File: src/rtl/bram_arbiter.sv
// Arbiter sharing one single-port BRAM between instruction fetch and the load/store unit.
// Define BRAM_ARB_RR_EN for round-robin arbitration; otherwise data has fixed priority.
module bram_arbiter #(
  parameter int AW    = 16,
  parameter int DW    = 32,
  parameter int DEPTH = 14
) (
  input  logic          clk,
  input  logic          rst,
  input  logic          i_req,
  input  logic [AW-1:0] i_addr,
  output logic          i_gnt,
  output logic          i_rvalid,
  output logic [DW-1:0] i_rdata,
  output logic          i_err,
  input  logic          d_req,
  input  logic          d_we,
  input  logic [AW-1:0] d_addr,
  input  logic [DW-1:0] d_wdata,
  output logic          d_gnt,
  output logic          d_rvalid,
  output logic [DW-1:0] d_rdata,
  output logic          d_err,
  output logic          mem_rd_en,
  output logic          mem_wr_en,
  output logic [AW-1:0] mem_addr,
  output logic [DW-1:0] mem_wdata,
  input  logic [DW-1:0] mem_rdata
);

  typedef enum logic [1:0] {
    S_IDLE  = 2'd0,
    S_ISSUE = 2'd1,
    S_RESP  = 2'd2
  } state_t;

  function automatic logic out_of_range(input logic [AW-1:0] addr);
    return |addr[AW-1:DEPTH];
  endfunction

  state_t        r_state, w_state_nxt;
  logic          r_win_d, w_win_d_nxt;
  logic          r_we,    w_we_nxt;
  logic          r_oor,   w_oor_nxt;

  logic          r_i_gnt,    w_i_gnt;
  logic          r_i_rvalid, w_i_rvalid;
  logic [DW-1:0] r_i_rdata,  w_i_rdata;
  logic          r_i_err,    w_i_err;
  logic          r_d_gnt,    w_d_gnt;
  logic          r_d_rvalid, w_d_rvalid;
  logic [DW-1:0] r_d_rdata,  w_d_rdata;
  logic          r_d_err,    w_d_err;
  logic          r_mem_rd_en, w_mem_rd_en;
  logic          r_mem_wr_en, w_mem_wr_en;
  logic [AW-1:0] r_mem_addr,  w_mem_addr;
  logic [DW-1:0] r_mem_wdata, w_mem_wdata;

  logic          w_pick_d;
  logic [AW-1:0] w_sel_addr;
  logic          w_sel_we;
  logic          w_sel_oor;

`ifdef BRAM_ARB_RR_EN
  // 1 = fetch is favoured on the next tie; reset favours data.
  logic          r_fav_i, w_fav_i_nxt;

  always_comb begin
    w_pick_d = d_req && !(i_req && r_fav_i);
  end
`else
  always_comb begin
    w_pick_d = d_req;
  end
`endif

  always_comb begin
    w_sel_addr = w_pick_d ? d_addr : i_addr;
    w_sel_we   = w_pick_d && d_we;
    w_sel_oor  = out_of_range(w_sel_addr);
  end

  always_ff @(posedge clk or negedge rst) begin
    if (!rst) begin
      r_state <= S_IDLE;
    end else begin
      r_state <= w_state_nxt;
    end
  end

  // Outputs are computed one cycle ahead so every port comes straight from a flop.
  always_comb begin
    w_state_nxt = r_state;
    w_win_d_nxt = r_win_d;
    w_we_nxt    = r_we;
    w_oor_nxt   = r_oor;
    w_i_gnt     = 1'b0;
    w_i_rvalid  = 1'b0;
    w_i_rdata   = r_i_rdata;
    w_i_err     = 1'b0;
    w_d_gnt     = 1'b0;
    w_d_rvalid  = 1'b0;
    w_d_rdata   = r_d_rdata;
    w_d_err     = 1'b0;
    w_mem_rd_en = 1'b0;
    w_mem_wr_en = 1'b0;
    w_mem_addr  = r_mem_addr;
    w_mem_wdata = r_mem_wdata;
`ifdef BRAM_ARB_RR_EN
    w_fav_i_nxt = r_fav_i;
`endif
    case (r_state)
      S_IDLE: begin
        if (i_req || d_req) begin
          w_state_nxt = S_ISSUE;
          w_win_d_nxt = w_pick_d;
          w_we_nxt    = w_sel_we;
          w_oor_nxt   = w_sel_oor;
          w_d_gnt     = w_pick_d;
          w_i_gnt     = !w_pick_d;
          w_d_err     = w_sel_we && w_sel_oor;
          w_mem_addr  = w_sel_addr;
          if (w_sel_we) begin
            w_mem_wdata = d_wdata;
          end
          w_mem_rd_en = !w_sel_we && !w_sel_oor;
          w_mem_wr_en = w_sel_we && !w_sel_oor;
`ifdef BRAM_ARB_RR_EN
          w_fav_i_nxt = w_pick_d;
`endif
        end
      end
      S_ISSUE: begin
        w_state_nxt = r_we ? S_IDLE : S_RESP;
      end
      S_RESP: begin
        // RAM data for the read issued last cycle is on mem_rdata now.
        w_state_nxt = S_IDLE;
        if (r_win_d) begin
          w_d_rvalid = 1'b1;
          w_d_err    = r_oor;
          w_d_rdata  = r_oor ? '0 : mem_rdata;
        end else begin
          w_i_rvalid = 1'b1;
          w_i_err    = r_oor;
          w_i_rdata  = r_oor ? '0 : mem_rdata;
        end
      end
      default: begin
        w_state_nxt = S_IDLE;
      end
    endcase
  end

  always_ff @(posedge clk or negedge rst) begin
    if (!rst) begin
      r_win_d     <= 1'b0;
      r_we        <= 1'b0;
      r_oor       <= 1'b0;
      r_i_gnt     <= 1'b0;
      r_i_rvalid  <= 1'b0;
      r_i_rdata   <= '0;
      r_i_err     <= 1'b0;
      r_d_gnt     <= 1'b0;
      r_d_rvalid  <= 1'b0;
      r_d_rdata   <= '0;
      r_d_err     <= 1'b0;
      r_mem_rd_en <= 1'b0;
      r_mem_wr_en <= 1'b0;
      r_mem_addr  <= '0;
      r_mem_wdata <= '0;
    end else begin
      r_win_d     <= w_win_d_nxt;
      r_we        <= w_we_nxt;
      r_oor       <= w_oor_nxt;
      r_i_gnt     <= w_i_gnt;
      r_i_rvalid  <= w_i_rvalid;
      r_i_rdata   <= w_i_rdata;
      r_i_err     <= w_i_err;
      r_d_gnt     <= w_d_gnt;
      r_d_rvalid  <= w_d_rvalid;
      r_d_rdata   <= w_d_rdata;
      r_d_err     <= w_d_err;
      r_mem_rd_en <= w_mem_rd_en;
      r_mem_wr_en <= w_mem_wr_en;
      r_mem_addr  <= w_mem_addr;
      r_mem_wdata <= w_mem_wdata;
    end
  end

`ifdef BRAM_ARB_RR_EN
  always_ff @(posedge clk or negedge rst) begin
    if (!rst) begin
      r_fav_i <= 1'b0;
    end else begin
      r_fav_i <= w_fav_i_nxt;
    end
  end
`endif

  assign i_gnt     = r_i_gnt;
  assign i_rvalid  = r_i_rvalid;
  assign i_rdata   = r_i_rdata;
  assign i_err     = r_i_err;
  assign d_gnt     = r_d_gnt;
  assign d_rvalid  = r_d_rvalid;
  assign d_rdata   = r_d_rdata;
  assign d_err     = r_d_err;
  assign mem_rd_en = r_mem_rd_en;
  assign mem_wr_en = r_mem_wr_en;
  assign mem_addr  = r_mem_addr;
  assign mem_wdata = r_mem_wdata;

endmodule

File: config.mk
export PLATFORM = sky130hd
export DESIGN_NAME = bram_arbiter
export DESIGN_NICKNAME = d
export VERILOG_FILES = /design/src/rtl/bram_arbiter.sv
export SDC_FILE = /design/constraint.sdc
export NUM_CORES = 1
export LEC_CHECK = 0
export CAP_MARGIN = 20
export CORE_MARGIN = 5
export CORE_UTILIZATION = 43
export CTS_BUF_LIST = sky130_fd_sc_hd__clkbuf_4 sky130_fd_sc_hd__clkbuf_8
export DETAILED_ROUTE_END_ITERATION = 8
export GPL_TIMING_DRIVEN = 1
export PLACE_DENSITY = 0.84
export SLEW_MARGIN = 0
export SYNTH_ARGS = -nofsm -noshare
export SYNTH_HDL_FRONTEND = slang
export SYNTH_SLANG_ARGS = --single-unit
File: constraint.sdc
create_clock -name clk -period 1.6 [get_ports clk]
set_input_delay 0.32 -clock clk [delete_from_list [all_inputs] [get_ports clk]]
set_output_delay 0.32 -clock clk [all_outputs]
set_load 0.05 [all_outputs]
==> parameters.txt, run 1 <==
Parameter                              Value

Route
  Total number of vias    3816
  First drt pass iteration count    4
  # DRC    0
  WL per Instance    16.6 um
  Detail Route Antenna Nets    0
  Total Routed Length    13100 um
  Via density    4.83
  Drt first-iter violations    260

Power
  Maximum VDD drop    1.47 mV
  Switching share of power    0.476
  Part of the power in combinational logic    0.551
  Switching power    8.09 mW
  Leakage power total    3.57 nW
  Internal Pwr Total    8.90 mW
  Clock network fraction of design power    0.143
  Sequential cell fraction of total power    0.306
  Power density over cell area    2270 nW/um^2

Global route
  First-pass GRT wire length    21100 um
  Grt total ovfl    0
  Antenna violations before repair    0
  GRT Resource Usage Total    0.189
  Vias in the first global route    4056
  Maximum number of pins on one net before global-route repair    55

Clock tree
  Number of H-tree branching levels    4
  Clock-pin slew on the worst setup and hold paths    0.07 ns
  Number of buffers between clock root and the deepest sink    2
  CTS tree    built
  Root Buffer Master    clkbuf_8
  Clock latency on the worst-skew pair    0.43 ns
  Number of clock sinks seen by CTS    125
  Clock buffers created by TritonCTS    17

Die
  Number of placed I/O pins    221
  Die area    13800 um^2
  Die height    117 um
  Horizontal die dimension    117 um
  Starting density of the core    0.437
  Floorplan row count    39
  Core area    11400 um^2

Timing
  Fmax    664 MHz
  Period minus WS final    1.51 ns
  Normalized max-slew margin    0.686
  Crit share post-route    0.941
  Setup repair after global routing missed its margin    false
  Total count of hold-check failures in the final report    0
  Tightest hold margin    0.388 ns
  Max-slew violation count    0
  Measured slew at the worst slew-check pin    0.471 ns
  Final setup vio count    0
  Clk_skew    0.00795 ns

Critical path
  Nature of the critical path startpoint    flip-flop
  Slowest cell on the critical path    dfrtp_1
  Startpoint of the worst register-to-register path    r_state[0]
  Data required, critical path    1.92 ns
  Endpoint kind of the worst setup timing path    flip-flop
  Worst-path maximum fanout    26
  Arrival time of data at the critical path endpoint    1.82 ns
  Worst flop-to-flop path endpoint    mem_wdata[3]
  Worst setup path startpoint    r_state[0]
  Reg2Reg Setup Slack    0.09 ns
  Path depth of the worst reg2reg path    4
  Maximum cell stage delay along the critical path    0.39 ns
  Chain of cells forming the critical path    nor2_1 -> and3_2 -> buf_12 -> mux2_2
  Classification of the worst setup path    flip-flop to flip-flop

Place
  Number of placed instances, taps included    757
  Cell area after placement    7120 um^2
  Post-DP HPWL    9840 um
  Placer congestion estimate    0.812
  Count of input and output buffers    220

Synth
  Cell type with the highest aggregate area in the netlist    dfrtp_1
  Cell area after synthesis    4970 um^2
  Number of enable flip-flop cells after synthesis    0
  Cell with the most instances after synthesis    dfrtp_1
  Net Count, Synth    498
  Cells after synthesis    397
  #FFs+latches synth    125
  Share of flip-flops with an asynchronous set or reset    1.00
  Synth cell types    25
  Warning count from the yosys run    0
  Synth cell count leaders    dfrtp_1 (125), nand2_1 (97), mux2_2 (38)
  Share of Yosys cell area claimed by the top area cell type    0.630
  Most instantiated flip-flop cell in the synthesis netlist    dfrtp_1
  Largest cells by area after synthesis    dfrtp_1 (63%), mux2_2 (8.6%), mux2_4 (8.2%)
  Sequential-to-total area share from yosys stat    0.630
  Syn_area_per_cell    12.5 um^2

Job
  Max-cap violation count    0

Cells and area
  Fraction of final layout cells with drive strength greater than 1    0.383
  Finished layout cell area    7490 um^2
  Antenna diode instance count    0
  Layout-stage area growth over the synthesis result    50.7%
  Final cell count without fillers    790
  Final layout net count    735

Hold path
  Path type of the worst min-delay path    input pin to asynchronous set/reset pin

Run status
  Run status    finished clean
-- power groups by stage --
stage | logic, mW | registers (mW) | clock network, mW
after floorplan | 2.17 | 9.34 | 0
after global placement | 9.26 | 5.18 | 0
after detailed placement | 9.43 | 5.24 | 0
after CTS | 9.45 | 5.21 | 2.51
after global routing | 9.78 | 5.37 | 2.66
final | 9.36 | 5.20 | 2.43
-- per-stage QoR --
stage          setup TNS (ns)  worst slack (ns)  utilization  power, mW
2_1_floorplan               0             0.190            -       11.5
3_3_place_gp           -10.37            -0.246        0.626       14.4
3_5_place_dp           -11.52            -0.284        0.626       14.7
4_1_cts                     0             0.101        0.658       17.2
5_1_grt                     0            0.0317        0.658       17.8
6_report                    0            0.0946        0.658       17.0
-- sequential cells by signal, summed over array words and instances, names as in the netlist --
| register | count |
|---|---|
| d_err | 1 |
| d_gnt | 1 |
| d_rdata | 32 |
| d_rvalid | 1 |
| i_err | 1 |
| i_gnt | 1 |
| i_rdata | 32 |
| i_rvalid | 1 |
| mem_addr | 16 |
| mem_rd_en | 1 |
| mem_wdata | 32 |
| mem_wr_en | 1 |
| r_oor | 1 |
| r_state | 2 |
| r_we | 1 |
| r_win_d | 1 |
-- worst max-delay path, delay by kind of cell (launching register included) --
kind	cells	cell delay, ns
simple gates	2	0.40
flops	1	0.39
mux	1	0.37
buf+inv	1	0.22
-- layout by cell type (no fill, tap or decap) --
cell	instances
a22o_1	1
inv_1	4
nor2b_1	1
dlygate4sd3_1	1
nand2_1	97
buf_4	136
or3b_2	1
o21ai_0	32
clkbuf_4	4
nand3b_1	1
clkbuf_8	21
o21ai_1	27
nor3b_1	1
clkinvlp_4	1
a211oi_1	1
nor3_1	1
and2_1	1
mux2_4	27
buf_12	7
o21ai_2	6
dfrtp_1	125
and3_2	1
clkdlybuf4s50_1	99
mux2_2	38
clkinv_2	6
nor2_1	4
a21oi_1	1
a21o_1	2
-- what timing repair did --
item	CTS	global route
buffers inserted	0	0
resized for setup	0	0
hold buffers	1	0
endpoints found under the hold margin	28	0
-- cells by family (layout without fill, tap and decap cells) --
group	after synthesis	count (layout)	synth area share
flops	125	125	0.630
simple gates	108	108	0.0859
compound gates	70	70	0.0773
mux	65	65	0.168
buf+inv	29	279	0.0391
-- area by class of cell --
cell class	instances	area, um^2
clock buffers	25	319
clock inverters	7	37.5
fillers	842	3880
inverters	4	15.0
multi-input cells	243	1650
flip-flops and latches	125	3130
well taps	143	179
repair buffers	243	2160
-- per-layer routing --
| layer | GRT usage | up-vias | wire [um] |
|---|---|---|---|
| met5 | 0 | - | 0 |
| met3 | 0.0605 | 30 | 958 |
| li1 | - | 1806 | - |
| met2 | 0.314 | 160 | 6530 |
| met4 | 0.0853 | 0 | 386 |
| met1 | 0.222 | 1820 | 5250 |
-- worst max path at each step --
stage                          to  cells after the start
global placement     mem_wdata[1]                      4
CTS                  mem_wdata[3]                      4
floorplan           mem_wdata[24]                      5
detailed placement   mem_wdata[3]                      4
global route         mem_wdata[2]                      4
finish               mem_wdata[3]                      4
No activity file was read; power rests on OpenSTA's default activity.
==> run 2: changes to the inputs <==
- ABC_CLOCK_PERIOD_IN_PS: not set -> 1600
==> results of run 2 <==
The final DEF is identical to that of run 1; final timing and power are the same.
==> run 3: changes to the inputs <==
- ABC_CLOCK_PERIOD_IN_PS: 1600 -> 1500
- clock period: 1.6 -> 1.5 ns (I/O delays scaled with it)
==> run 3 against run 2 <==
The flow now finishes with violations (negative setup slack). Register-to-register slack worse by 0.13 ns. Fmax down 1.7%. Global-route usage up 3.2 points. Flip-flop and latch count unchanged. First-iteration DRC count down 0.77%. Via count up 6.6%. Clock skew about the same. Largest cell class is now buffers.
==> parameters.txt, run 3 (same netlist as run 1, synthesis figures left out) <==
Parameter                              Value

Die
  Die height    117 um (unchanged)
  Number of placed I/O pins    221 (unchanged)
  Die area    13800 um^2 (unchanged)
  Starting density of the core    0.437 (unchanged)
  Horizontal die dimension    117 um (unchanged)
  Floorplan row count    39 (unchanged)
  Core area    11400 um^2 (unchanged)

Power
  Leakage power total    4.12 nW (+16%)
  Internal Pwr Total    13.3 mW (+50%)
  Sequential cell fraction of total power    0.273 (-0.033)
  Clock network fraction of design power    0.135 (-0.008)
  Switching share of power    0.423 (-0.0532)
  Part of the power in combinational logic    0.592 (+0.041)
  Power density over cell area    2500 nW/um^2 (+9.9%)
  Maximum VDD drop    2.04 mV (+39%)
  Switching power    9.75 mW (+21%)

Clock tree
  Number of H-tree branching levels    4 (unchanged)
  CTS tree    built
  Clock-pin slew on the worst setup and hold paths    0.07 ns (about the same)
  Setup repair bufs after CTS    0 (unchanged)
  Root Buffer Master    clkbuf_8
  Number of buffers between clock root and the deepest sink    2 (unchanged)
  Clock latency on the worst-skew pair    0.44 ns (about the same)
  Clock buffers created by TritonCTS    17 (unchanged)
  Number of clock sinks seen by CTS    125 (unchanged)

Critical path
  Data required, critical path    1.83 ns (-0.09 ns)
  Startpoint of the worst register-to-register path    r_state[0]
  Path depth of the worst reg2reg path    5 (+1)
  Reg2Reg Setup Slack    -0.03 ns (-0.13 ns)
  Worst-path maximum fanout    17 (-35%)
  Nature of the critical path startpoint    flip-flop
  Endpoint kind of the worst setup timing path    flip-flop
  Worst flop-to-flop path endpoint    i_rdata[27]
  Arrival time of data at the critical path endpoint    1.86 ns (+0.04 ns)
  Classification of the worst setup path    flip-flop to flip-flop

Route
  Drt first-iter violations    258 (-0.77%)
  # DRC    0 (unchanged)
  Total Routed Length    16300 um (+24%)
  Via density    5.13 (+6.2%)
  WL per Instance    20.5 um (+23%)
  Total number of vias    4067 (+6.6%)
  First drt pass iteration count    5 (+1)
  Detail Route Antenna Nets    0 (unchanged)

Timing
  Setup repair after global routing missed its margin    true
  Clk_skew    0.00800 ns (+0.0000472 ns)
  Max-slew violation count    0 (unchanged)
  Final setup vio count    3 (+3)
  Fmax    653 MHz (-1.7%)
  Period minus WS final    1.53 ns (+0.0266 ns)
  Post-layout worst setup margin    -0.0320 ns (-0.127 ns)
  Measured slew at the worst slew-check pin    0.422 ns (-0.0489 ns)
  Crit share post-route    1.02 (+0.0805)
  Total count of hold-check failures in the final report    0 (unchanged)
  Normalized max-slew margin    0.719 (+0.0326)
  Final total negative setup slack    -0.0566 ns (-0.0566 ns)

Global route
  Vias in the first global route    4392 (+8.3%)
  GRT Resource Usage Total    0.221 (+0.0323)
  Maximum number of pins on one net before global-route repair    47 (-15%)
  Grt total ovfl    0 (unchanged)
  Antenna violations before repair    0 (unchanged)
  First-pass GRT wire length    24100 um (+14%)

Run status
  Violations in the final reports    negative setup slack
  Run status    complete, but fails checks

Place
  Placer congestion estimate    0.779 (-4.0%)
  Count of input and output buffers    220 (unchanged)
  Post-DP HPWL    11400 um (+16%)

Cells and area
  Layout-stage area growth over the synthesis result    86.1%
  Most used cells in the layout excluding fill and tap cells    buf_12 (126), dfrtp_1 (125), clkdlybuf4s50_1 (99), nand2_1 (90), mux2_2 (38)
  Antenna diode instance count    0 (unchanged)
  Final layout net count    739 (+0.54%)
  Leading cell type in the layout, fill and taps excluded    buf_12
  Fraction of final layout cells with drive strength greater than 1    0.403 (+0.0198)
  Utilization of the core after routing    0.813 (+0.155)

Job
  Max-cap violation count    0 (unchanged)

Hold path
  Path type of the worst min-delay path    input pin to asynchronous set/reset pin
-- run 3: changes by cell type in the layout (fill, tap and decap cells not counted), sizes merged --
cell / delta
buf: -1
clkinvlp: -1
clkbuf: +4
bufinv: +3
clkinv: -2
-- run 3: routing by layer --
metal	share of wire	up-vias	global-route usage
met3	0.064	35	0.0793
met4	0.031	0	0.0824
met1	0.36	2033	0.245
met2	0.54	184	0.388
li1	-	1815	-
met5	0	-	0
-- run 3: area by class of cell --
type                            instances  area [um^2]
Timing Repair Buffer                  247         3800
Inverter                                4         15.0
Clock inverter                          7          110
Tap cell                              143          179
Multi-Input combinational cell        243         1700
Fill cell                             609         2130
Sequential cell                       125         3130
Clock buffer                           24          312
-- run 3: per-stage QoR --
step	power [mW]	cells	hold WS (ns)	setup slack [ns]	area, um^2
3_3_place_gp	19.2	753	0.252	-0.294	8570
3_5_place_dp	19.6	753	0.263	-0.341	8570
4_1_cts	22.9	786	0.329	0.00945	9050
5_1_grt	23.9	793	0.367	-0.0809	9240
6_report	23.1	793	0.342	-0.0320	9240
2_1_floorplan	12.3	397	0.00441	0.0895	4970
-- run 3: how the worst max path moves through the flow --
stage / startpoint / to / slack, ns
finish: r_state[0] / i_rdata[27] / -0.03
global route: r_state[0] / i_rdata[14] / -0.08
CTS: r_state[0] / mem_wdata[31] / 0.009
detailed placement: d_req / mem_wdata[1] / -0.34
global placement: d_req / mem_wdata[1] / -0.29
floorplan: r_state[0] / mem_wdata[24] / 0.09
-- run 3: critical path: stages (launching register included) --
cell and delay, ns:
dfrtp_1 0.41, buf_6 0.13, or3b_4 0.48, buf_12 0.20, nand2_1 0.12, o21ai_2 0.07
-- run 3: power by group through the flow --
stage	clock network (mW)	logic [mW]	registers [mW]
finish	3.11	13.7	6.29
global route	3.32	14.1	6.47
CTS	3.18	13.4	6.27
detailed placement	0	13.3	6.29
global placement	0	13.0	6.18
floorplan	0	2.32	9.96
-- run 3: what timing repair did --
action | CTS | global route
setup endpoints to repair | 63 | 10
pin swaps | 0 | 4
hold endpoints to repair | 27 | 0
cloned | 1 | 7
hold buffers | 1 | 0
resized for setup | 8 | 13
